<file path="src/rtl/pcie_pkg.sv">
// rtl/pcie_pkg.sv - shared types and constants for the PCIe transmit path
package pcie_pkg;

    // Default beat width of the VC0 transmit interface.
    localparam int TLP_DW = 16;

    // Transmit arbiter FSM states.
    typedef enum logic [1:0] {
        IDLE = 2'd0,
        REQ  = 2'd1,
        XFER = 2'd2
    } tx_arb_state_e;

endpackage

</file>
<file path="src/rtl/rr_pick.sv">
// rtl/rr_pick.sv - combinational round-robin priority encoder
//   req   : request vector, one bit per channel
//   ptr   : channel with highest priority this cycle (search starts here)
//   idx   : first requesting channel at or after ptr, modulo N
//   valid : at least one request bit is set
module rr_pick #(
    parameter int N  = 4,
    parameter int IW = (N > 1) ? $clog2(N) : 1
) (
    input  logic [N-1:0]  req,
    input  logic [IW-1:0] ptr,
    output logic [IW-1:0] idx,
    output logic          valid
);

    logic [IW:0] cand;

    always_comb begin
        idx   = '0;
        valid = 1'b0;
        cand  = '0;
        for (int i = 0; i < N; i++) begin
            // One extra bit holds ptr+i before the modulo-N fold.
            cand = {1'b0, ptr} + (IW+1)'(i);
            if (cand >= (IW+1)'(N)) begin
                cand = cand - (IW+1)'(N);
            end
            if (!valid && req[cand[IW-1:0]]) begin
                valid = 1'b1;
                idx   = cand[IW-1:0];
            end
        end
    end

endmodule

</file>
<file path="src/rtl/pcie_tx_arb.sv">
// rtl/pcie_tx_arb.sv - N-channel whole-TLP arbiter for the VC0 transmit port
//   pcie_clk / sys_rst : single clock, synchronous active-high reset
//   ch_req/ch_gnt      : per-channel request, one-cycle combinational grant
//   ch_st/ch_end/ch_data : per-channel beat stream, channel i at [i*DW +: DW]
//   tx_req/tx_rdy/tx_st/tx_end/tx_data : core transmit port
//   busy / cur_ch / err_timeout : status, owner channel, watchdog abort pulse
//   PCIE_TXARB_PRIO_EN : when defined, channel 0 has strict priority
module pcie_tx_arb
    import pcie_pkg::*;
#(
    parameter int NCH       = 4,
    parameter int DW        = TLP_DW,
    parameter int MAX_BEATS = 512
) (
    input  logic                   pcie_clk,
    input  logic                   sys_rst,
    input  logic [NCH-1:0]         ch_req,
    output logic [NCH-1:0]         ch_gnt,
    input  logic [NCH-1:0]         ch_st,
    input  logic [NCH-1:0]         ch_end,
    input  logic [NCH*DW-1:0]      ch_data,
    output logic                   tx_req,
    input  logic                   tx_rdy,
    output logic                   tx_st,
    output logic                   tx_end,
    output logic [DW-1:0]          tx_data,
    output logic                   busy,
    output logic [$clog2(NCH)-1:0] cur_ch,
    output logic                   err_timeout
);

    localparam int CW   = $clog2(NCH);
    localparam int CNTW = $clog2(MAX_BEATS + 1);

    tx_arb_state_e   state_q, state_d;
    logic [CW-1:0]   cur_ch_q, cur_ch_d;
    logic [CW-1:0]   last_ch_q, last_ch_d;
    logic [CNTW-1:0] beat_cnt_q, beat_cnt_d;
    logic            err_timeout_q, err_timeout_d;

    logic [NCH-1:0]  rr_req;
    logic [CW-1:0]   rr_ptr, rr_idx, win_ch;
    logic            rr_valid, win_valid;
    logic            sel_st, sel_end, wd_expire;
    logic [DW-1:0]   sel_data;

    // Search starts one past the last owner so it drops to lowest priority.
    assign rr_ptr = (last_ch_q == CW'(NCH - 1)) ? '0 : last_ch_q + CW'(1);

`ifdef PCIE_TXARB_PRIO_EN
    // Channel 0 is handled outside the rotation.
    assign rr_req = {ch_req[NCH-1:1], 1'b0};
`else
    assign rr_req = ch_req;
`endif

    rr_pick #(
        .N  (NCH),
        .IW (CW)
    ) u_rr_pick (
        .req   (rr_req),
        .ptr   (rr_ptr),
        .idx   (rr_idx),
        .valid (rr_valid)
    );

    always_comb begin
`ifdef PCIE_TXARB_PRIO_EN
        if (ch_req[0]) begin
            win_valid = 1'b1;
            win_ch    = '0;
        end else begin
            win_valid = rr_valid;
            win_ch    = rr_idx;
        end
`else
        win_valid = rr_valid;
        win_ch    = rr_idx;
`endif
    end

    // Selected channel's beat signals.
    always_comb begin
        sel_st   = 1'b0;
        sel_end  = 1'b0;
        sel_data = '0;
        for (int i = 0; i < NCH; i++) begin
            if (cur_ch_q == CW'(i)) begin
                sel_st   = ch_st[i];
                sel_end  = ch_end[i];
                sel_data = ch_data[i*DW +: DW];
            end
        end
    end

    // The counter holds completed XFER cycles, so the current cycle is the
    // MAX_BEATS-th one when it reads MAX_BEATS-1.
    assign wd_expire = (beat_cnt_q == CNTW'(MAX_BEATS - 1));

    always_comb begin
        state_d       = state_q;
        cur_ch_d      = cur_ch_q;
        last_ch_d     = last_ch_q;
        beat_cnt_d    = beat_cnt_q;
        err_timeout_d = 1'b0;
        ch_gnt        = '0;
        tx_req        = 1'b0;
        tx_st         = 1'b0;
        tx_end        = 1'b0;
        tx_data       = '0;

        case (state_q)
            IDLE: begin
                if (win_valid) begin
                    cur_ch_d = win_ch;
                    state_d  = REQ;
                end
            end
            REQ: begin
                tx_req = 1'b1;
                if (tx_rdy) begin
                    ch_gnt[cur_ch_q] = 1'b1;
                    beat_cnt_d       = '0;
                    state_d          = XFER;
                end
            end
            XFER: begin
                tx_st   = sel_st;
                tx_data = sel_data;
                tx_end  = sel_end | wd_expire;
                if (beat_cnt_q < CNTW'(MAX_BEATS)) begin
                    beat_cnt_d = beat_cnt_q + CNTW'(1);
                end
                if (sel_end || wd_expire) begin
                    last_ch_d     = cur_ch_q;
                    state_d       = IDLE;
                    // A genuine end on the expiry cycle is not an abort.
                    err_timeout_d = ~sel_end;
                end
            end
            default: begin
                state_d = IDLE;
            end
        endcase
    end

    always_ff @(posedge pcie_clk) begin
        if (sys_rst) begin
            state_q       <= IDLE;
            cur_ch_q      <= '0;
            last_ch_q     <= CW'(NCH - 1);
            beat_cnt_q    <= '0;
            err_timeout_q <= 1'b0;
        end else begin
            state_q       <= state_d;
            cur_ch_q      <= cur_ch_d;
            last_ch_q     <= last_ch_d;
            beat_cnt_q    <= beat_cnt_d;
            err_timeout_q <= err_timeout_d;
        end
    end

    assign busy        = (state_q != IDLE);
    assign cur_ch      = cur_ch_q;
    assign err_timeout = err_timeout_q;

endmodule
</file>
<file path="config.mk">
export PLATFORM = sky130hd
export DESIGN_NAME = pcie_tx_arb
export DESIGN_NICKNAME = d
export VERILOG_FILES = /design/src/rtl/pcie_pkg.sv /design/src/rtl/rr_pick.sv /design/src/rtl/pcie_tx_arb.sv
export SDC_FILE = /design/constraint.sdc
export NUM_CORES = 1
export LEC_CHECK = 0
export BUFFER_PORTS_ARGS = -buffer_cell sky130_fd_sc_hd__buf_2
export CAP_MARGIN = 30
export CORE_ASPECT_RATIO = 1.4
export CORE_MARGIN = 2
export CORE_UTILIZATION = 41
export DETAILED_ROUTE_END_ITERATION = 10
export PLACE_DENSITY = 0.81
export SLEW_MARGIN = 10
export SYNTH_ARGS = -nofsm -noshare
export SYNTH_HDL_FRONTEND = slang
export SYNTH_SLANG_ARGS = --single-unit
export TNS_END_PERCENT = 100
</file>
<file path="constraint.sdc">
create_clock -name pcie_clk -period 2.2 [get_ports pcie_clk]
set_clock_uncertainty 0.15 [all_clocks]
set_input_delay 0.44 -clock pcie_clk [delete_from_list [all_inputs] [get_ports pcie_clk]]
set_output_delay 0.44 -clock pcie_clk [all_outputs]
set_load 0.02 [all_outputs]
</file>
# Word level (Yosys, flattened, before mapping)
# Index checks and enable logic that the tools add are counted.
# Widths: inputs -> output; s select.
[word_totals] ff_bits=17 inputBits=79 output_inout_bits=27 wordCells=105
[op_classes] n_addsub=9 order_cmp=11 eq_ne=11 n_mux=48 n_bitwise=4 reduce_logical=17
[ops] op="$mux 16" n=5
[ops] op="$mux 2" n=12
[ops] op="$mux 1" n=20
[ops] op="$mux 10" n=2
[ops] op="$pmux 10 s2" n=1
[ops] op="$lt 2x3->1 const B" n=5
[ops] op="$add 10x1->10 const B" n=1
[ops] op="$eq 10x9->1 const B" n=1
[ops] op="$lt 10x10->1 const B" n=1
[ops] op="$ge 3x3->1 const B" n=3
[ops] op="$bmux 1 s2" n=4
[ops] op="$eq 2x2->1 const B" n=4
[ops] op="$mux 4" n=2
[ops] op="$ne 2x2->1 const B" n=4
[ops] op="$sub 2x1->2 const B" n=4
[ops] op="$add 2x2->3 const B" n=2
[ops] op="$pmux 2 s3" n=1
[ops] op="$reduce_and 3->1" n=2
[ops] op="$eq 2x1->1 const B" n=2
[ops] op="$logic_and 1x1->1" n=4
[ops] op="$logic_not 2->1" n=2
[ops] op="$reduce_and 2->1" n=2
[ops] op="$reduce_bool 2->1" n=2
[ops] op="$add 2x1->3 const B" n=1
[ops] op="other kinds (9)" n=13

# Longest topological paths before layout
[depth] ltp_word=18 mapped_depth=6 mapped_depth_nobuf=5

# By module
# Synthesis repeated with hierarchy kept, for this count alone.
[unflattened] hier_cells=154 hier_area_um2=1478.9
[modules_own_cells] module="pcie_tx_arb" instances=1 cells_each=139 area_per_inst_um2=1401.3 seq_area_each_um2=340.3
[modules_own_cells] module="rr_pick" instances=1 cells_each=15 area_per_inst_um2=77.6 seq_area_each_um2=0.0

# Worst setup path before layout
# OpenSTA, ideal clock, no wires.
[synth_path] kind="reg-to-output" start="register cur_ch_q[0], in the netlist cur_ch[0]" end="output port tx_data[10]" arrival_time_ps=1601 required_time_ps=1610 path_slack_ps=9 path_stages_with_launch=5 n_path_buf=2 cell_sequence="dfxtp_1 > buf_6 > buf_2 > mux4_2 > nor2b_1"
[synth_via] elab_chain_cells=6 elab_cells_between_ends=9 classes_between="3 x eq/ne; 5 x mux; 1 x reduce/logical"
[synth_lines] item="from (decl)" line="pcie_tx_arb.sv:36" text="logic [CW-1:0] cur_ch_q, cur_ch_d;"
[synth_lines] item="from (signal assigned)" line="pcie_tx_arb.sv:156" text="cur_ch_q <= cur_ch_d;"
[synth_lines] item="$logic_not 2->1" line="pcie_tx_arb.sv:88" text="if (cur_ch_q == CW'(i)) begin"
[synth_lines] item="$mux 16 (3 in a row)" line="pcie_tx_arb.sv:88"
[synth_lines] item="$mux 16 *" line="pcie_tx_arb.sv:88"
[synth_lines] item="$mux 16 *" line="pcie_tx_arb.sv:112" text="case (state_q)"
[synth_lines] item="to (decl)" line="pcie_tx_arb.sv:26" text="output logic [DW-1:0] tx_data,"
# Every way passes the cells marked *; elsewhere a longest branch is shown, timed or not.

# Final worst setup path
[layout_path] start="register cur_ch_q[0], in the netlist cur_ch[0]" end="output port tx_end"
[layout_via] elab_chain_cells=7 elab_cells_between_ends=10 classes_between="3 x eq/ne; 5 x mux; 1 x bitwise; 1 x reduce/logical"
[layout_lines] item="$logic_not 2->1" line="pcie_tx_arb.sv:88"
[layout_lines] item="$mux 1 (3 in a row)" line="pcie_tx_arb.sv:88"
[layout_lines] item="$mux 1 *" line="pcie_tx_arb.sv:88"
[layout_lines] item="$or 1x1->1 *" line="pcie_tx_arb.sv:130" text="tx_end = sel_end | wd_expire;"
[layout_lines] item="$mux 1 *" line="pcie_tx_arb.sv:112"
[layout_lines] item="to (decl)" line="pcie_tx_arb.sv:25" text="output logic tx_end,"
# Marked as above.

==> summary.md <==
| Metric | Value |
|---|---|
| Pwr dens | 441 nW/um2 |
| FF-to-FF setup slack | 0.14 ns |
| Buffers plus inverters on the worst setup path | 1 |
| Post-synth ARST share | 0% |
| Crit-path cells | mux4_2, a41oi_4, nor2_4, buf_6 |
| Hold depth | 2 |
| Ys flop type | dfxtp_1 |
| Commonest cells after routing, fill and taps aside | 94 x buf_2, 19 x nor2b_1, 18 x mux4_2, 17 x buf_4, 15 x dfxtp_1 |
| Flop and latch count out of synthesis | 17 |
| Final net count | 340 |
| Sw frac | 30.5% |
| Worst-margin pin slew | 0.466 ns |
| WS Path Type | flip-flop to output pin |
| Final global-route overflow total | 0 |
| Initial DRC Count | 37 |
| Share of cells above drive strength 1 | 56.6% |
| Slowest stage cell on the critical path | mux4_2 |
| Core area | 3410 um2 |
| Tmin final | 2.23 ns |
| Die X | 54.6 um |
| Clock buffer depth | 2 |
| Final setup TNS | -0.123 ns |
| Net Sw Power | 0.297 mW |
| Dpl cells | 288 |
| Worst skew pair latency | 0.25 ns |
| Failing checks | setup timing |
| Via Count | 1,645 |
| CTS tree | built |
| Final Hold Fails | 0 |
| Crit path required time | 1.61 ns |
| Worst slew margin | 68.6% |
| CTS Hold Bufs | 0 |
| Power Total | 0.973 mW |
| RSZ-0062 raised after global routing | true |
| I/O Buffers | 105 |
| Vias in the first global route | 1,546 |
| Reg2reg path depth | 6 |
| Clock transition at path regs | 0.07 ns |
| Seq pwr share | 34.6% |
| Die Ht | 74.8 um |
| Largest net degree at the start of global routing | 24 |
| Family with the most delay on the worst path | multiplexers |
| Initial antenna violation count | 0 |
| Syn Nets | 231 |
| Max-cap viol count | 0 |
| Syn avg cell area | 9.79 um2 |
| Worst Path Max Fanout | 4 |
| Status | complete, but fails checks |
| Hold_sp | sys_rst |
| Total global-route track usage | 22.0% |
| Via/cell ratio | 5.52 |
| Global-route wire length before repair | 6.73 mm |
| Post-synthesis sequential area ratio | 23.2% |
| Hold EP | cur_ch[0]$_SDFFE_PP0P_ |
| Data arrival, critical path | 1.64 ns |
| Ys Warns | 0 |
| Floorplan row count | 25 |
| Crit start category | flip-flop |
| Final ANT Viol Nets | 0 |
| # IOs | 106 |
| RR Endpoint | last_ch_q[1]$_SDFFE_PP1P_ |
| Max Clock Freq | 448 MHz |
| CTS Buf Count | 3 |
| CTS H-tree depth | 1 |
| Int Pwr | 0.676 mW |
| Root buffer cell | clkbuf_8 |
| Synth unique cells | 37 |
| Worst hold path type | input pin to flip-flop |
| Slowest Stage Delay on Critical Path | 0.55 ns |
| Area Overhead vs Synth | 50.2% |
| EDFF count, synth | 0 |
| Finished Layout Cells | 298 |
| Worst r2r src | cur_ch[0]$_SDFFE_PP0P_ |
| Post-DP HPWL | 3.73 mm |
| Leading cell type in the layout, fill and taps excluded | buf_2 |
| Starting density of the core | 43.1% |
| Pre-Repair DR Iteration Count | 4 |
| Residual DRC | 0 |
| Post-synthesis cell count | 150 |
| Power share of the combinational group | 40.9% |
| Max VDD drop | 484 uV |
| Routability congestion estimate | 0.839 |
| Power share of the clock group | 24.4% |
| Max Slew Vio Count | 0 |
| Detailed Route WL | 4.83 mm |
| Pleak | 0.986 nW |
| Die area | 4080 um2 |
| Wirelength per Cell | 16.2 um |
| Syn Std Cell Area | 1470 um2 |
| Endpoint type of the worst setup path | output pin |
| Crit share post-route | 101% |
| Sink Count | 17 |
| Worst setup margin | -0.0329 ns |
| ANT cells | 0 |
| Setup Viol. Count Final | 9 |
power groups by stage:
stage                     combinational (mW)  clock (mW)  sequential, mW
after detailed placement               0.368           0           0.341
after global routing                   0.428       0.258           0.339
after global placement                 0.357           0           0.340
final                                  0.398       0.238           0.337
after CTS                              0.379       0.239           0.335
after floorplan                        0.234           0           0.337
per-layer routing:
layer / up-vias / wire (um) / global-route usage (%)
met5: - / 0 / 0
met4: 0 / 91 / 9.17
met3: 8 / 321 / 2.38
met2: 81 / 2700 / 39.7
met1: 768 / 1710 / 25.3
li1: 788 / - / -
cells in the mapped netlist (3+ instances only):
library cell  number  area (um2)
or2_2              3        18.8
mux4_2            17         383
nand2_1            8        30.0
o21ai_0            5        25.0
o21a_1             3        22.5
a21oi_1            9        45.0
nor2b_1           19         119
clkbuf_1           9        33.8
dfxtp_1           17         340
o2111ai_1          3        26.3
nor3_1             4        20.0
xor2_1             6        52.6
o211ai_1           3        22.5
nor2_1            13        48.8
nand2b_1           3        18.8
layout make-up:
type	count	area, um2
Sequential cell	17	345
Tap cell	40	50.0
Fill cell	280	1200
Clock buffer	3	41.3
Timing Repair Buffer	116	689
Multi-Input combinational cell	121	1070
Clock inverter	1	5.00
how the worst max path moves through the flow:
stage                           start     endpoint  slack (ns)  depth (start not counted)
2_1_floorplan  cur_ch[0]$_SDFFE_PP0P_  tx_data[10]       0.009                          4
3_3_place_gp                ch_end[3]       tx_end        0.14                          5
3_5_place_dp   cur_ch[0]$_SDFFE_PP0P_        tx_st        0.11                          4
4_1_cts        cur_ch[0]$_SDFFE_PP0P_  tx_data[15]       -0.02                          4
5_1_grt        cur_ch[0]$_SDFFE_PP0P_        tx_st       -0.08                          4
6_report       cur_ch[0]$_SDFFE_PP0P_       tx_end       -0.03                          4
state kept, by name (all words and copies together), names as in the netlist:
| name | count |
|---|---|
| err_timeout | 1 |
| state_q | 2 |
| cur_ch | 2 |
| last_ch_q | 2 |
| beat_cnt_q | 10 |
kinds of logic (layout without fill, tap and decap cells):
kind of cell	Yosys count	in the layout	synth area share [%]
compound gates	30	30	14.9
xor+xnor	6	6	3.58
fa+ha+maj	2	2	1.70
buf+inv	12	120	3.75
flops	17	17	23.2
mux	18	18	27.9
simple gates	65	65	25.0
through the flow:
stage | hold WS [ns] | area, um2 | utilization, % | setup WS (ns)
6_report | 0.315 | 2210 | 64.7 | -0.0329
5_1_grt | 0.326 | 2210 | 64.7 | -0.0799
3_3_place_gp | 0.316 | 2050 | 60.2 | 0.141
3_5_place_dp | 0.329 | 2050 | 60.2 | 0.113
2_1_floorplan | 0.294 | 1470 | - | 0.00896
4_1_cts | 0.320 | 2140 | 62.7 | -0.0226
what timing repair did:
action | in CTS | in global routing
pin swaps | 1 | 1
gates resized for setup | 8 | 11
gates cloned | 0 | 1
setup buffers | 2 | 3
setup endpoints to repair | 18 | 18
No activity file was read; power rests on OpenSTA's default activity.
